==> config.mk <==
export PLATFORM = sky130hd
export DESIGN_NAME = fetch_stage
export DESIGN_NICKNAME = d
export VERILOG_FILES = /design/src/rtl/fetch_stage_pkg.sv /design/src/rtl/fetch_stage_fd_latch.sv /design/src/rtl/thirtytwo_bit_adder.sv /design/src/rtl/fetch_stage.sv
export SDC_FILE = /design/constraint.sdc
export NUM_CORES = 1
export LEC_CHECK = 0
export ABC_AREA = 0
export BUFFER_PORTS_ARGS = -buffer_cell sky130_fd_sc_hd__buf_2
export CAP_MARGIN = 40
export CORE_ASPECT_RATIO = 1.2
export CORE_MARGIN = 2
export CORE_UTILIZATION = 54
export CTS_CLUSTER_SIZE = 10
export DETAILED_ROUTE_END_ITERATION = 10
export GPL_ROUTABILITY_DRIVEN = 0
export PLACE_DENSITY_LB_ADDON = 0.15
export SYNTH_ARGS = -nofsm -noshare
export SYNTH_HDL_FRONTEND = slang
export SYNTH_SLANG_ARGS = --single-unit
==> constraint.sdc <==
create_clock -name clock -period 5.93 [get_ports clock]
set_input_delay 0.593 -clock clock [delete_from_list [all_inputs] [get_ports clock]]
set_output_delay 0.593 -clock clock [all_outputs]
set_load 0.02 [all_outputs]
==> src/rtl/fetch_stage_pkg.sv <==
// Shared constants for the fetch stage and the downstream decode logic:
// reset PC, the NOP word, and instruction field positions with extractors.
package fetch_stage_pkg;

    localparam logic [31:0] RESET_PC = 32'd0;
    localparam logic [31:0] NOP      = 32'd0;

    localparam int unsigned OPCODE_MSB = 31;
    localparam int unsigned OPCODE_LSB = 27;
    localparam int unsigned RD_MSB     = 26;
    localparam int unsigned RD_LSB     = 22;
    localparam int unsigned RS_MSB     = 21;
    localparam int unsigned RS_LSB     = 17;
    localparam int unsigned RT_MSB     = 16;
    localparam int unsigned RT_LSB     = 12;
    localparam int unsigned SHAMT_MSB  = 11;
    localparam int unsigned SHAMT_LSB  = 7;
    localparam int unsigned ALUOP_MSB  = 6;
    localparam int unsigned ALUOP_LSB  = 2;
    localparam int unsigned IMM_MSB    = 16;
    localparam int unsigned TARGET_MSB = 26;

    function automatic logic [4:0] ir_opcode(input logic [31:0] ir);
        return ir[OPCODE_MSB:OPCODE_LSB];
    endfunction

    function automatic logic [4:0] ir_rd(input logic [31:0] ir);
        return ir[RD_MSB:RD_LSB];
    endfunction

    function automatic logic [4:0] ir_rs(input logic [31:0] ir);
        return ir[RS_MSB:RS_LSB];
    endfunction

    function automatic logic [4:0] ir_rt(input logic [31:0] ir);
        return ir[RT_MSB:RT_LSB];
    endfunction

    function automatic logic [4:0] ir_shamt(input logic [31:0] ir);
        return ir[SHAMT_MSB:SHAMT_LSB];
    endfunction

    function automatic logic [4:0] ir_alu_op(input logic [31:0] ir);
        return ir[ALUOP_MSB:ALUOP_LSB];
    endfunction

    function automatic logic [16:0] ir_immediate(input logic [31:0] ir);
        return ir[IMM_MSB:0];
    endfunction

    function automatic logic [26:0] ir_target(input logic [31:0] ir);
        return ir[TARGET_MSB:0];
    endfunction

endpackage

==> src/rtl/fetch_stage_fd_latch.sv <==
// Enable-and-flush pipeline latch for {pc, pc_plus1, ir, valid}.
// Flush inserts a bubble (NOP, invalid) while the pc fields hold.
module fetch_stage_fd_latch
    import fetch_stage_pkg::*;
(
    input  logic        clock,
    input  logic        reset,
    input  logic        en,
    input  logic        flush,
    input  logic [31:0] d_pc,
    input  logic [31:0] d_pc_plus1,
    input  logic [31:0] d_ir,
    input  logic        d_valid,
    output logic [31:0] q_pc,
    output logic [31:0] q_pc_plus1,
    output logic [31:0] q_ir,
    output logic        q_valid
);

    logic [31:0] pc_q, pc_d;
    logic [31:0] pc_plus1_q, pc_plus1_d;
    logic [31:0] ir_q, ir_d;
    logic        valid_q, valid_d;

    // Next-state selection: flush beats enable, otherwise hold.
    always_comb begin
        pc_d       = pc_q;
        pc_plus1_d = pc_plus1_q;
        ir_d       = ir_q;
        valid_d    = valid_q;
        if (flush) begin
            ir_d    = NOP;
            valid_d = 1'b0;
        end else if (en) begin
            pc_d       = d_pc;
            pc_plus1_d = d_pc_plus1;
            ir_d       = d_ir;
            valid_d    = d_valid;
        end else begin
            valid_d = valid_q;
        end
    end

    // Latch state with synchronous reset.
    always_ff @(posedge clock) begin
        if (reset) begin
            pc_q       <= 32'd0;
            pc_plus1_q <= 32'd0;
            ir_q       <= NOP;
            valid_q    <= 1'b0;
        end else begin
            pc_q       <= pc_d;
            pc_plus1_q <= pc_plus1_d;
            ir_q       <= ir_d;
            valid_q    <= valid_d;
        end
    end

    assign q_pc       = pc_q;
    assign q_pc_plus1 = pc_plus1_q;
    assign q_ir       = ir_q;
    assign q_valid    = valid_q;

endmodule

==> src/rtl/thirtytwo_bit_adder.sv <==
// 32-bit adder with carry-in and carry-out.
module thirtytwo_bit_adder (
    input  logic [31:0] a,
    input  logic [31:0] b,
    input  logic        cin,
    output logic [31:0] sum,
    output logic        cout
);

    assign {cout, sum} = {1'b0, a} + {1'b0, b} + {32'd0, cin};

endmodule

==> src/rtl/fetch_stage.sv <==
// Instruction fetch: owns the PC, drives imem, and fills the F/D latch.
// Priority per edge is reset > redirect > stall > advance.
module fetch_stage
    import fetch_stage_pkg::*;
(
    input  logic        clock,
    input  logic        reset,
    output logic [31:0] address_imem,
    input  logic [31:0] q_imem,
    input  logic        stall,
    input  logic        redirect,
    input  logic [31:0] redirect_target,
    output logic [31:0] fd_pc,
    output logic [31:0] fd_pc_plus1,
    output logic [31:0] fd_ir,
    output logic        fd_valid
);

    logic [31:0] pc_q, pc_d;
    logic [31:0] pc_plus1_s;
    logic        pc_cout_unused_s;

    thirtytwo_bit_adder u_pc_inc (
        .a    (pc_q),
        .b    (32'd1),
        .cin  (1'b0),
        .sum  (pc_plus1_s),
        .cout (pc_cout_unused_s)
    );

    // Next PC: redirect overrides stall; wrap past FFFF_FFFF is intentional.
    always_comb begin
        pc_d = pc_q;
        if (redirect) begin
            pc_d = redirect_target;
        end else if (stall) begin
            pc_d = pc_q;
        end else begin
            pc_d = pc_plus1_s;
        end
    end

    // PC register.
    always_ff @(posedge clock) begin
        if (reset) begin
            pc_q <= RESET_PC;
        end else begin
            pc_q <= pc_d;
        end
    end

    assign address_imem = pc_q;

    fetch_stage_fd_latch u_fd (
        .clock      (clock),
        .reset      (reset),
        .en         (~stall),
        .flush      (redirect),
        .d_pc       (pc_q),
        .d_pc_plus1 (pc_plus1_s),
        .d_ir       (q_imem),
        .d_valid    (1'b1),
        .q_pc       (fd_pc),
        .q_pc_plus1 (fd_pc_plus1),
        .q_ir       (fd_ir),
        .q_valid    (fd_valid)
    );

endmodule
== After elaboration in Yosys (flattened, before gate mapping) ==
Index checks and enable logic that the tools add are counted.

* $add $sub $neg: 1
* Multipliers: 0
* Div/mod/pow operators: 0
* Magnitude comparators: 0
* Equal/unequal tests: 1
* Shifts and indexed selects: 0
* Muxes and demuxes: 2
* Bitwise logic cells: 2
* Reductions and logical operators: 2

{| class="wikitable"
|+ Operators with widths
! cell !! number
|-
| 32-bit 2-to-1 mux || 2
|-
| 32-bit by 1-bit adder with 32-bit output, second input constant || 1
|-
| 2-bit by 1-bit != test with 1-bit output, second input constant || 1
|-
| 1-bit NOT || 2
|-
| 2-bit AND reduction || 1
|-
| 2-bit OR reduction || 1
|}

* Bits in registers: 129
* Bits in latches: 0
* RAM bits: 0
* Bits in read-only memories: 0
* Input port bits: 68
* Output and inout port bits: 129
* Word-level logic and storage cells: 13
* Memories: 0

== Logic depth before layout (Yosys ltp) ==
* Word-level depth: 3
* Gate-level depth with buffers: 7
* Mapped depth without buffers: 5

== By module ==
Synthesis repeated with hierarchy kept, for this count alone.

* Cells, all modules: 782
* Area, all modules: 7639.8 um^2

{| class="wikitable"
|+ By module, submodules not included
! module !! instances !! cells each !! area each (um^2) !! seq. area each (um^2)
|-
| fetch_stage_fd_latch || 1 || 400 || 4403.0 || 1941.9
|-
| thirtytwo_bit_adder || 1 || 237 || 1714.1 || 0.0
|-
| fetch_stage || 1 || 145 || 1522.7 || 640.6
|}

== Least setup slack after synthesis ==
No wires, ideal clock.

* Kind: reg2reg
* From: register pc_q[5], in the netlist address_imem[5]
* To: register u_fd.pc_plus1_q[29], in the netlist u_fd.q_pc_plus1[29]
* Setup time: 91 ps
* Data arrival time: 2206 ps
* Required time: 5839 ps
* Slack: 3633 ps
* Cell stages (with the launch flop): 7
* Period minus slack after synthesis: 2297 ps
* Cell sequence: dfxtp_1 buf_2 nand4_2 buf_6 or4_4 or4_1 a311oi_1

* Longest elaborated chain between the ends: 1

{| class="wikitable"
|+ RTL lines
! element !! RTL line !! RTL
|-
| from (decl) || fetch_stage.sv:19 || <nowiki>logic [31:0] pc_q, pc_d;</nowiki>
|-
| from (signal assigned) || fetch_stage.sv:48 || <nowiki>pc_q <= pc_d;</nowiki>
|-
| 32-bit by 1-bit adder with 32-bit output || thirtytwo_bit_adder.sv:10 || <nowiki>assign {cout, sum} = {1'b0, a} + {1'b0, b} + {32'd0, cin};</nowiki>
|-
| to (signal assigned) || fetch_stage_fd_latch.sv:53 || <nowiki>pc_plus1_q <= pc_plus1_d;</nowiki>
|-
| to (decl) || fetch_stage_fd_latch.sv:21 || <nowiki>logic [31:0] pc_plus1_q, pc_plus1_d;</nowiki>
|}

No other way between the ends.
A chain may end at the register's enable or synchronous reset.

== Worst setup path in the final report ==
* From: register pc_q[0], in the netlist address_imem[0]
* To: register pc_q[18], in the netlist address_imem[18]

* Longest elaborated chain between the ends: 3

{| class="wikitable"
|+ RTL lines
! element !! RTL line !! RTL
|-
| 32-bit by 1-bit adder with 32-bit output || thirtytwo_bit_adder.sv:10 ||
|-
| 32-bit 2-to-1 mux || fetch_stage.sv:36 || <nowiki>end else if (stall) begin</nowiki>
|-
| 32-bit 2-to-1 mux || fetch_stage.sv:34 || <nowiki>if (redirect) begin</nowiki>
|}

No other way between the ends. The select of a mux whose other input is x is not followed.

==> Flow_metrics.wiki <==
{| class="wikitable"
! Metric !! Value
|-
| Crit path time final || 2820 ps
|-
| Die area || 0.0117 mm2
|-
| Clock latency of the later-clocked register in the worst-skew pair || between 400 and 500 ps
|-
| Worst Reg-to-Reg Cells || 5
|-
| Count of antenna-violating nets left after detailed routing || 0
|-
| CP cell instances || ha_1, nand3_1, or3_1, or4_1, a311oi_1
|-
| Outcome || finished clean
|-
| Critical Path Slowest Stage Cell || or3_1
|-
| Number of different library cells in the post-synthesis netlist || 46
|-
| Max Transition Viols Final || 0
|-
| Post-route DRC || 0
|-
| Portion of the clock cycle consumed by the worst path in the final layout || 0.476
|-
| Number of hold-repair buffers added at the cts stage || 0
|-
| DRT iter0 DRCs || 633
|-
| Floorplan Core Area || around 0.011 mm2
|-
| Post-CTS setup-driven buffer insertion count || 0
|-
| Final number of hold-violating endpoints || 0
|-
| Number of enable-type register cells in the synthesized netlist || 0
|-
| Post-route core utilization || 0.702
|-
| Proportion of synthesized flip-flops having asynchronous set or reset || 0
|-
| CTS resizes || 0
|-
| Avg Synthesized Cell Area || 8.20 um2
|-
| Fraction of layout cells with a size suffix above 1 || 0.273
|-
| Net total in the final layout || between 900 and 1,000
|-
| Ports placed on the boundary || ~200
|-
| Portion of total power attributed to the clock network || 0.457
|-
| Comb pwr share || 0.116
|-
| DRT Pass-1 Iters || 6
|-
| Endpoint of the worst-slack reg-to-reg timing path || address_imem[18]$_SDFFE_PP0P_
|-
| Clk slew on worst S/H paths || roughly 50 ps
|-
| Final setup violation count || 0
|-
| HPWL Detailed || 12.0 mm
|-
| Clock tree from TritonCTS || built
|-
| Internal Pwr Total || 1.69 mW
|-
| Hold/Removal Path Class || primary input to flop
|-
| Delay contributed by the slowest stage of the critical path || ~730 ps
|-
| Antenna cell count || 0
|-
| # rows || a little over 40
|-
| Clk sinks || approximately 130
|-
| Setup repair after global routing missed its margin || false
|-
| Total number of yosys warnings || 0
|-
| Leak pwr || approximately 3.1 nW
|-
| Number of cells on the worst hold path || 3
|-
| Worst slack after detailed placement || between 3000 and 4000 ps
|-
| Setup TNS Final || 0 ps
|-
| Detail-routed net length per standard cell || roughly 17 um
|-
| Wire length of the first global-routing pass || between 20 and 30 mm
|-
| Number of global-route vias before repair || 5,653
|-
| Max Freq || 354 MHz
|-
| Setup Skew || 7.49 ps
|-
| Antenna violations before repair || 0
|-
| Cell area after synthesis || just under 0.006 mm2
|-
| Count of port buffers added during placement || 196
|-
| Total power after layout || 2.26 mW
|-
| Via Count || around 6,100
|-
| Timing endpoint of the critical path || address_imem[18]$_SDFFE_PP0P_
|-
| Kind of start point of the critical path || flop
|-
| Power share of the sequential group || 0.427
|-
| Largest buffer count on any clock path || 2
|-
| Drt via density || 6.06
|-
| Die boundary height || 118 um
|-
| Flop2flop setup slack || 3110 ps
|-
| Net switching component of the power || 573 uW
|-
| Switching power share of the total || 0.253
|-
| Crit path capture type || flop
|-
| Cell types occupying the most area after synthesis || dfxtp_1 44%, nand2_1 5.7%, mux2i_1 5.6%, nor2_1 4.6%, a21oi_1 3.9%
|-
| Max FO, Critical Path || 17
|-
| Root Buffer || clkbuf_16
|-
| Crit path DAT || 3130 ps
|-
| Syn Nets || 784
|-
| Launch instance of the worst register-to-register path || address_imem[0]$_SDFFE_PP0P_
|-
| Peak supply drop || 0.194 mV
|-
| Relative area change from synthesis to final layout || 26.5%
|-
| Overflow after GRT || 0
|-
| Die X-Extent || roughly 99 um
|-
| Number of register bits inferred by synthesis || between 100 and 150
|-
| Portion of the post-synthesis area used by sequential elements || 0.440
|-
| Relative slew slack || 0.397
|-
| Clock buffer count from CTS || 17
|-
| Worst EP required || 6240 ps
|-
| Commonest register cell after synthesis || dfxtp_1
|-
| Final worst-path setup slack || approximately 3100 ps
|-
| Class of the most critical setup path || flop to flop
|-
| Initial cell density of the core || 0.555
|-
| Worst setup path startpoint || address_imem[0]$_SDFFE_PP0P_
|-
| Max Cap Viol || 0
|-
| Instance count of the mapped netlist || 715
|-
| Largest net degree at the start of global routing || 73
|-
| Cell taking the most area after synthesis || dfxtp_1
|-
| Share of Yosys cell area claimed by the top area cell type || 0.440
|-
| Aggregate global-route resource usage || 0.295
|-
| H-tree depth || 4
|-
| Cell area power density || ~300 mW/mm2
|-
| Worst-margin pin slew || ~900 ps
|-
| Routed wire length || ~17 mm
|}
layout by cell type (no fill, tap or decap), drive strengths merged, types with 20 or more instances in the layout:
cell type / count
a21oi: 46
a311oi: 20
buf: 204
clkbuf: 26
dfxtp: 129
mux2i: 33
nand2: 89
nand3: 20
nand4: 20
nor2: 72
o21ai: 39
power groups by stage:
stage          combinational, mW  clock (mW)  sequential, mW
6_report                   0.263        1.03           0.967
5_1_grt                    0.285        1.08           0.973
4_1_cts                    0.263        1.04           0.965
3_5_place_dp               0.262           0           0.982
3_3_place_gp               0.250           0           0.980
2_1_floorplan              0.133           0            1.01
Yosys cell counts (2+ instances only):
cell,instances
clkbuf_1,58
inv_1,7
dfxtp_1,129
or2_2,4
a311oi_1,20
a32oi_1,3
xor2_1,4
mux2i_1,33
buf_1,10
nor3_1,19
and3_1,2
nand4_1,19
a21oi_1,46
a211oi_1,17
or3_1,15
nor2_1,72
or4_1,16
a31oi_1,8
o31ai_1,13
o211ai_1,3
nor2b_1,3
nand2_1,89
buf_2,8
o21ai_0,39
and4_1,8
nand3_1,20
xnor2_1,17
and2_1,2
nor4_1,14
flip-flops by register name (all words and copies together) (netlist names):
register,flops
address_imem,32
u_fd.q_ir,32
u_fd.q_pc,32
u_fd.q_pc_plus1,32
u_fd.q_valid,1
stage by stage:
stage | cells | cell area (um2) | hold slack (ps)
after floorplan | 715 | 5870 | 526
after global placement | 968 | 6750 | 435
after detailed placement | 971 | 6830 | 443
after CTS | 1002 | 7410 | 405
after global routing | 1003 | 7420 | 417
final | 1003 | 7420 | 414
area by class of cell:
class                   count  area, um2
clock buffers              25        475
clock inverters             6        105
fillers                   865       3150
inverters                   7       26.3
multi-input cells         502       2960
flip-flops and latches    129       2580
well taps                 129        161
repair buffers            205       1110
worst max-delay path: cells and delay by family (launching register included):
family	cells	cell delay [ps]
adder cells (fa/ha/maj)	1	330
AO/OA/AOI/OAI	1	280
AND/OR/NAND/NOR	3	1660
flip-flops	1	450
worst min path at each step:
stage / from / to / slack [ps]
after floorplan: u_fd.q_valid$_SDFFE_PP0N_ / u_fd.q_valid$_SDFFE_PP0N_ / 530
after global placement: u_fd.q_valid$_SDFFE_PP0N_ / u_fd.q_valid$_SDFFE_PP0N_ / 440
after detailed placement: u_fd.q_pc[13]$_SDFFE_PP0P_ / u_fd.q_pc[13]$_SDFFE_PP0P_ / 440
after CTS: q_imem[27] / u_fd.q_ir[27]$_SDFFE_PP0N_ / 410
after global routing: q_imem[27] / u_fd.q_ir[27]$_SDFFE_PP0N_ / 420
final: q_imem[10] / u_fd.q_ir[10]$_SDFFE_PP0N_ / 410
kinds of logic after synthesis:
family          synth area share
compound gates             0.170
fa+ha+maj                0.00213
simple gates               0.243
buf+inv                   0.0567
xor+xnor                  0.0314
mux                       0.0563
flops                      0.440
routing by layer:
| metal | routed length (um) | track usage |
|---|---|---|
| met4 | 492 | 0.111 |
| met5 | 0 | 0 |
| met2 | 8350 | 0.472 |
| met3 | 1850 | 0.0899 |
| met1 | 6710 | 0.373 |
Power figures use the tool's default switching activity.
